<file path="config.mk">
export PLATFORM = sky130hd
export DESIGN_NAME = osd_dii_pkt_arbiter
export DESIGN_NICKNAME = d
export VERILOG_FILES = /design/src/rtl/osd_dii_pkt_arbiter.sv
export SDC_FILE = /design/constraint.sdc
export NUM_CORES = 1
export LEC_CHECK = 0
export ABC_AREA = 1
export BUFFER_PORTS_ARGS = -buffer_cell sky130_fd_sc_hd__buf_2
export CAP_MARGIN = 20
export CORE_ASPECT_RATIO = 1.1
export CORE_MARGIN = 5
export CORE_UTILIZATION = 35
export CTS_BUF_LIST = sky130_fd_sc_hd__clkbuf_8
export DETAILED_ROUTE_END_ITERATION = 8
export HOLD_SLACK_MARGIN = 0.06
export PLACE_DENSITY = 0.65
export SYNTH_ARGS = -nofsm -noshare
export SYNTH_HDL_FRONTEND = slang
export SYNTH_SLANG_ARGS = --single-unit
</file>
<file path="constraint.sdc">
create_clock -name clk -period 1.7 [get_ports clk]
set_input_delay 0.17 -clock clk [delete_from_list [all_inputs] [get_ports clk]]
set_output_delay 0.17 -clock clk [all_outputs]
set_load 0.005 [all_outputs]
</file>
<file path="src/rtl/osd_dii_pkt_arbiter.sv">
// rtl/osd_dii_pkt_arbiter.sv - packet-level arbiter sharing one debug-interconnect flit output
// Flits are 18 bits {valid, last, data[15:0]}; port i sits at in_flit[i*18 +: 18].
module osd_dii_pkt_arbiter #(
  parameter  int NUM_PORTS = 2,
  localparam int IDXW      = $clog2(NUM_PORTS)
) (
  input  logic                    clk,
  input  logic                    rst,
  input  logic                    prio_mode,
  input  logic [NUM_PORTS*18-1:0] in_flit,
  output logic [NUM_PORTS-1:0]    in_ready,
  output logic [17:0]             out_flit,
  input  logic                    out_ready,
  output logic                    busy,
  output logic [IDXW-1:0]         grant_idx
);

  localparam logic [0:0] ST_IDLE   = 1'b0;
  localparam logic [0:0] ST_LOCKED = 1'b1;

  logic [0:0]           state;
  logic [IDXW-1:0]      last_grant;
  logic [IDXW-1:0]      winner;
  logic [IDXW-1:0]      sel;
  logic [NUM_PORTS-1:0] req;
  logic                 any_req;
  logic                 accept;
  logic                 xfer;
  logic [17:0]          sel_flit;

  always_comb begin
    req = '0;
    for (int i = 0; i < NUM_PORTS; i++) req[i] = in_flit[i*18 + 17];
  end

  always_comb begin
    winner = '0;
    if (prio_mode) begin
      for (int i = NUM_PORTS - 1; i >= 0; i--)
        if (req[i]) winner = IDXW'(i);
    end else begin
      // Walk farthest-to-nearest so the first requester after last_grant is the final write
      for (int k = NUM_PORTS; k >= 1; k--)
        if (req[(int'(last_grant) + k) % NUM_PORTS])
          winner = IDXW'((int'(last_grant) + k) % NUM_PORTS);
    end
  end

  assign any_req  = |req;
  assign accept   = !out_flit[17] || out_ready;
  assign busy     = (state == ST_LOCKED);
  assign sel      = busy ? grant_idx : winner;
  assign sel_flit = in_flit[int'(sel)*18 +: 18];

  always_comb begin
    in_ready = '0;
    if (!rst) begin
      if (busy)         in_ready[grant_idx] = accept;
      else if (any_req) in_ready[winner]    = accept;
    end
  end

  assign xfer = |(in_ready & req);

  always_ff @(posedge clk or posedge rst) begin
    if (rst) begin
      state      <= ST_IDLE;
      out_flit   <= '0;
      grant_idx  <= '0;
      last_grant <= IDXW'(NUM_PORTS - 1);
    end else begin
      if (accept) begin
        if (xfer) out_flit     <= sel_flit;
        else      out_flit[17] <= 1'b0;
      end
      if (xfer) begin
        // Fairness pointer moves only when a new packet is granted
        if (state == ST_IDLE) begin
          grant_idx  <= winner;
          last_grant <= winner;
        end
        state <= sel_flit[16] ? ST_IDLE : ST_LOCKED;
      end
    end
  end

endmodule

</file>
==> results of run 1 <==
[synthesized netlist by cell type]
library cell	count	share of area (%)
buf_2	2	0.87
nand3_2	1	0.87
nor2_1	3	0.98
nand2_1	97	32
dfstp_2	1	2.3
nand3b_1	1	0.65
buf_4	2	1.3
a211oi_1	1	0.65
a21oi_1	1	0.43
inv_2	1	0.32
nand4_1	1	0.54
dfrtp_1	20	43
o21ai_1	1	0.43
inv_1	6	2.0
buf_6	4	3.9
nand3_1	18	7.8
nand2_2	4	2.2
[per-stage QoR]
| stage | TNS, ns | hold slack, ns | worst slack [ns] |
|---|---|---|---|
| after CTS | 0 | 0.174 | 0.00778 |
| after detailed placement | 0 | 0.312 | 0.249 |
| after global routing | -0.00809 | 0.208 | -0.00809 |
| after floorplan | 0 | 0.154 | 0.150 |
| final | 0 | 0.179 | 0.0741 |
| after global placement | 0 | 0.302 | 0.258 |
[per-layer routing]
metal  share of wire, %  track usage [%]  up-vias  routed length (um)
met5                  0                0        -                   0
met4                1.1             5.63        0                  34
met3                6.7             2.72        2                 210
met2                 48             21.8       40                1510
met1                 44             17.5      560                1390
li1                   -                -      636                   -
[kinds of logic (layout without fill, tap and decap cells)]
logic type	after synthesis	count (layout)	synth area share, %
AO/OA/AOI/OAI	3	3	1.52
buffers and inverters	15	79	8.34
flip-flops	21	21	45.6
AND/OR/NAND/NOR	125	125	44.5
[flip-flops by register name (all words and copies together) (netlist names)]
name        cells
last_grant      1
busy            1
grant_idx       1
out_flit       18
[repair_timing]
| action | CTS | global route |
|---|---|---|
| resized for setup | 0 | 6 |
| setup endpoints to repair | 0 | 19 |
| hold buffers | 1 | 0 |
| endpoints found under the hold margin | 20 | 0 |
| buffers inserted | 0 | 0 |
[cell usage in the layout, fill, tap and decap left out, drive strengths merged]
master and count:
dlygate4sd3 1, a21oi 1, nor2 3, nand3 19, dfrtp 20, nand3b 1, buf 67, clkbuf 3
o21ai 1, nand4 1, nand2 101, inv 8, dfstp 1, a211oi 1
[worst max-delay path by stage]
| stage | from | endpoint | cells after the start | slack, ns |
|---|---|---|---|---|
| after floorplan | rst | busy | 8 | 0.15 |
| after global placement | last_grant | out_flit[14] | 8 | 0.26 |
| after detailed placement | last_grant | out_flit[15] | 8 | 0.25 |
| after CTS | last_grant | in_ready[0] | 5 | 0.008 |
| after global routing | last_grant | in_ready[0] | 5 | -0.008 |
| final | last_grant | in_ready[1] | 5 | 0.07 |
[report_power, final]
part	switching (W)	internal, W
combinational	0.000614	0.000472
clock	0.000149	0.000160
sequential	0.000141	0.000751
total	0.000904	0.00138
[tightest hold or removal path: stages]
cell and delay (ns):
buf_2 0.08, inv_1 0.03, nand2_1 0.06, nand2_1 0.06
[final cells by class]
type                       count  area [um2]  area share [%]
clock inverter                 1        3.75           0.242
clock buffer                   3        41.3            2.67
inverter                       7        28.8            1.86
tap                           34        42.5            2.75
timing repair buffer          68         364            23.5
sequential                    21         527            34.0
multi-input combinational    128         542            35.0
==> flow_summary_export.csv, run 1 <==
group,metric,value,unit
setup_path,cp.required,1.53,ns
setup_path,slowest_delay,0.53,ns
timing,finalHoldViolCount,0,
clocking,cts_buffers,3,
timing,rsz0062_at_grt,"true",
cells_and_area,fillers,331,
placed_design,dpl_cell_area,1480,um2
global_routing,track_usage,13.5,%
logic_synthesis,syn_inst,164,
timing,setup_viol_count_final,0,
power,ir_worst_vdd,0.000628,V
hold_path,whs_endpoint,"out_flit[17]",
timing,tightest_slew,0.273,ns
cells_and_area,post-route-util,50.0,%
global_routing,antenna_found_initial,0,
setup_path,crit_path_top_delay_cell,"dfstp_2",
hold_path,hp-class,"in2reg",
hold_path,hp-start,"out_ready",
setup_path,r2r-start,"last_grant",
setup_path,reg2reg_to,"out_flit[10]",
logic_synthesis,yosysWarnings,0,
timing,slew_violations,0,
clocking,cts_htree_levels,1,
clocking,numClockSinks,21,
placed_design,globalplace.congestion,0.763,
logic_synthesis,synth_fp_nets,204,
clocking,insertion_delay,0.25,ns
setup_path,cp_num_buf_inv,2,
setup_path,path_max_fanout,17,
floorplanning,start_util,37.2,%
power,fin_total_pwr,0.00229,W
floorplanning,die_w,64.8,um
drt,via_per_inst,4.73,
clocking,clockRootBuffer,"clkbuf_8",
clocking,cts_tree,"built",
setup_path,critPathCaptureType,"primary output",
power,power_density,1480,nW/um2
logic_synthesis,yosysSeqAreaShare,45.6,%
run_status,outcome,"finished, final reports clean",
logic_synthesis,synth-seq-cells,21,
floorplanning,dieArea,4550,um2
placed_design,numPortBuffers,61,
timing,max-slew-margin-rel,81.8,%
setup_path,r2r_setup_slack,0.25,ns
global_routing,first_global_vias,1055,
placed_design,dp_hpwl,2.46,mm
cells_and_area,final_area,1550,um2
hold_path,whs_path_depth,4,
drt,drt_iter0_markers,61,
timing,skew,0.00445,ns
setup_path,crit_arrival,1.46,ns
power,p_leak,0.972,nW
clocking,path_clk_slew,0.07,ns
setup_path,start_kind,"flop",
timing,max_freq,615,MHz
setup_path,critical_path_class,"reg2out",
setup_path,crit_family,"flip-flops",
drt,num_vias,1238,
cells_and_area,final_nets,269,
logic_synthesis,synth_area,1150,um2
drt,routed_wl,3.14,mm
floorplanning,core_area,3100,um2
drt,route.detailed.drc,0,
setup_path,crit_chain,"o21ai_1 > nand2_2 > buf_4 > a21oi_1 > buf_2",
placed_design,dp_cells,257,
logic_synthesis,syn_avg_cell_area,7.04,um2
global_routing,gr-total-overflow,0,
setup_path,r2r_cells,7,
floorplanning,ios,62,
clocking,clk_path_buf_depth,2,
floorplanning,fp-row-count,21,
timing,period_minus_slack,1.63,ns
timing,period_share,95.6,%
global_routing,grt_max_degree,22,
cells_and_area,insertedDiodeCount,0,
global_routing,grt_pass1_wl,4.84,mm
cells_and_area,area_growth,34.1,%
drt,avgRoutedWirePerCell,12.0,um
drt,ant_nets,0,
run,drv_cap,0,
floorplanning,die_h,70.2,um
cells_and_area,fin_cells,262,
logic_synthesis,yosysUniqueCellTypes,17,
drt,drtPass1Iterations,4,
cells_and_area,drive_gt1_share,34.6,%
(Power assumes the default switching activity.)
==> inputs of run 2 (changes only) <==
==> constraint.sdc (replaced) <==
create_clock -name clk -period 1.9 [get_ports clk]
set_input_delay 0.19 -clock clk [delete_from_list [all_inputs] [get_ports clk]]
set_output_delay 0.19 -clock clk [all_outputs]
set_load 0.005 [all_outputs]
==> flow_summary_export.csv, run 2 (synthesis gave the netlist of run 1 again) <==
group,metric,value,unit
setup_path,reg2reg_to,"busy",
placed_design,dp_hpwl,2.51,mm
run_status,outcome,"finished, final reports clean",
timing,period_minus_slack,1.73,ns
power,p_int,0.00122,W
setup_path,r2r-start,"busy",
cells_and_area,final_common_cell,"nand2_1",
power,comb_power_share,46.8,%
timing,finalHoldViolCount,0,
global_routing,track_usage,14.8,%
placed_design,dpl_cell_area,1460,um2
setup_path,r2r_setup_slack,0.25,ns
clocking,numClockSinks,21,
cells_and_area,final_nets,269,
timing,fin_tns_setup,0,ns
drt,routed_wl,3.24,mm
drt,drtPass1Iterations,4,
timing,tightest_slew,0.305,ns
setup_path,critPathCaptureType,"primary output",
cells_and_area,post-route-util,49.6,%
floorplanning,core_area,3100,um2
setup_path,r2r_cells,7,
drt,avgRoutedWirePerCell,12.4,um
power,ir_worst_vdd,0.000489,V
placed_design,globalplace.congestion,0.790,
run,drv_cap,0,
cells_and_area,regMostFlops,"out_flit",
drt,via_per_inst,4.70,
floorplanning,die_h,70.2,um
global_routing,first_global_vias,1248,
clocking,cts_buffers,3,
timing,max-slew-margin-rel,79.6,%
timing,skew,0.00482,ns
clocking,clockRootBuffer,"clkbuf_8",
drt,route.detailed.drc,0,
setup_path,cp.required,1.71,ns
cells_and_area,area_growth,33.3,%
timing,period_share,91.2,%
cells_and_area,final_cell_mix,"97 x nand2_1, 61 x buf_2, 20 x dfrtp_1, 18 x nand3_1",
timing,slew_violations,0,
hold_path,hp-class,"in2reg",
timing,setup_viol_count_final,0,
clocking,cts_htree_levels,1,
global_routing,grt_max_degree,22,
floorplanning,die_w,64.8,um
global_routing,gr-total-overflow,0,
power,pwr-share-seq,39.1,%
cells_and_area,drive_gt1_share,34.2,%
drt,drt_iter0_markers,60,
hold_path,whs_path_depth,5,
cells_and_area,fin_cells,262,
power,p_leak,0.968,nW
cells_and_area,insertedDiodeCount,0,
setup_path,critical_path_class,"reg2out",
floorplanning,start_util,37.2,%
cells_and_area,final_area,1540,um2
hold_path,whs_endpoint,"out_flit[11]",
floorplanning,fp-row-count,21,
drt,num_vias,1231,
floorplanning,ios,62,
global_routing,grt_pass1_wl,5.46,mm
clocking,cts_tree,"built",
clocking,insertion_delay,0.26,ns
hold_path,hp-start,"in_flit[29]",
timing,rsz0062_at_grt,"false",
placed_design,numPortBuffers,61,
clocking,clk_path_buf_depth,2,
power,fin_total_pwr,0.00203,W
power,switching_share,39.6,%
power,p_sw,0.000803,W
power,clockPowerShare,14.1,%
cells_and_area,largest_reg_flops,18,
setup_path,start_kind,"flop",
setup_path,crit_arrival,1.54,ns
floorplanning,dieArea,4550,um2
clocking,path_clk_slew,0.08,ns
drt,ant_nets,0,
timing,max_freq,577,MHz
power,power_density,1320,nW/um2
setup_path,path_max_fanout,11,
global_routing,antenna_found_initial,0,
placed_design,dp_cells,255,
## run 2: critical path, stage by stage, from the launching register on
cell and delay, ns:
dfrtp_1 0.42, nor2_1 0.19, nand2_2 0.12, buf_4 0.16, buf_4 0.16, a21oi_1 0.11, buf_2 0.12
## run 2: power groups by stage
stage	logic, W	registers, W	clock network [W]
finish	0.000948	0.000793	0.000285
global route	0.00109	0.000826	0.000316
CTS	0.000951	0.000797	0.000300
detailed placement	0.000936	0.000807	0
global placement	0.000925	0.000797	0
floorplan	0.000579	0.000817	0
## run 2: cell type report
cell class	count	area (um2)
inverter	7	26.3
multi-input combinational	128	537
clock inverter	1	5.00
clock buffer	3	41.3
timing repair buffer	68	360
fill	344	1560
tap	34	42.5
sequential	21	527
## run 2: what timing repair did
| action | CTS | global route |
|---|---|---|
| pin swaps | 0 | 1 |
| gates resized for setup | 1 | 0 |
| endpoints found under the hold margin | 20 | 0 |
| setup endpoints to repair | 1 | 1 |
| buffers inserted | 0 | 2 |
| hold buffers | 1 | 0 |
## run 2: metal layers
layer,track usage [%],wire (um),up-vias
met4,4.93,27,0
met5,0,0,-
met2,24.7,1600,40
li1,-,-,635
met1,19.4,1420,554
met3,2.40,192,2
## run 2: stage by stage
step / hold slack, ns / setup WS, ns
global route: 0.226 / 0.0609
global placement: 0.306 / 0.296
floorplan: 0.174 / 0.330
detailed placement: 0.306 / 0.255
CTS: 0.214 / 0.0775
finish: 0.217 / 0.167
## run 2: worst max path at each step
stage / start / end / slack, ns
finish: busy / in_ready[1] / 0.17
detailed placement: last_grant / in_ready[0] / 0.26
global placement: last_grant / in_ready[0] / 0.30
CTS: last_grant / in_ready[0] / 0.08
floorplan: rst / busy / 0.33
global route: last_grant / in_ready[0] / 0.06
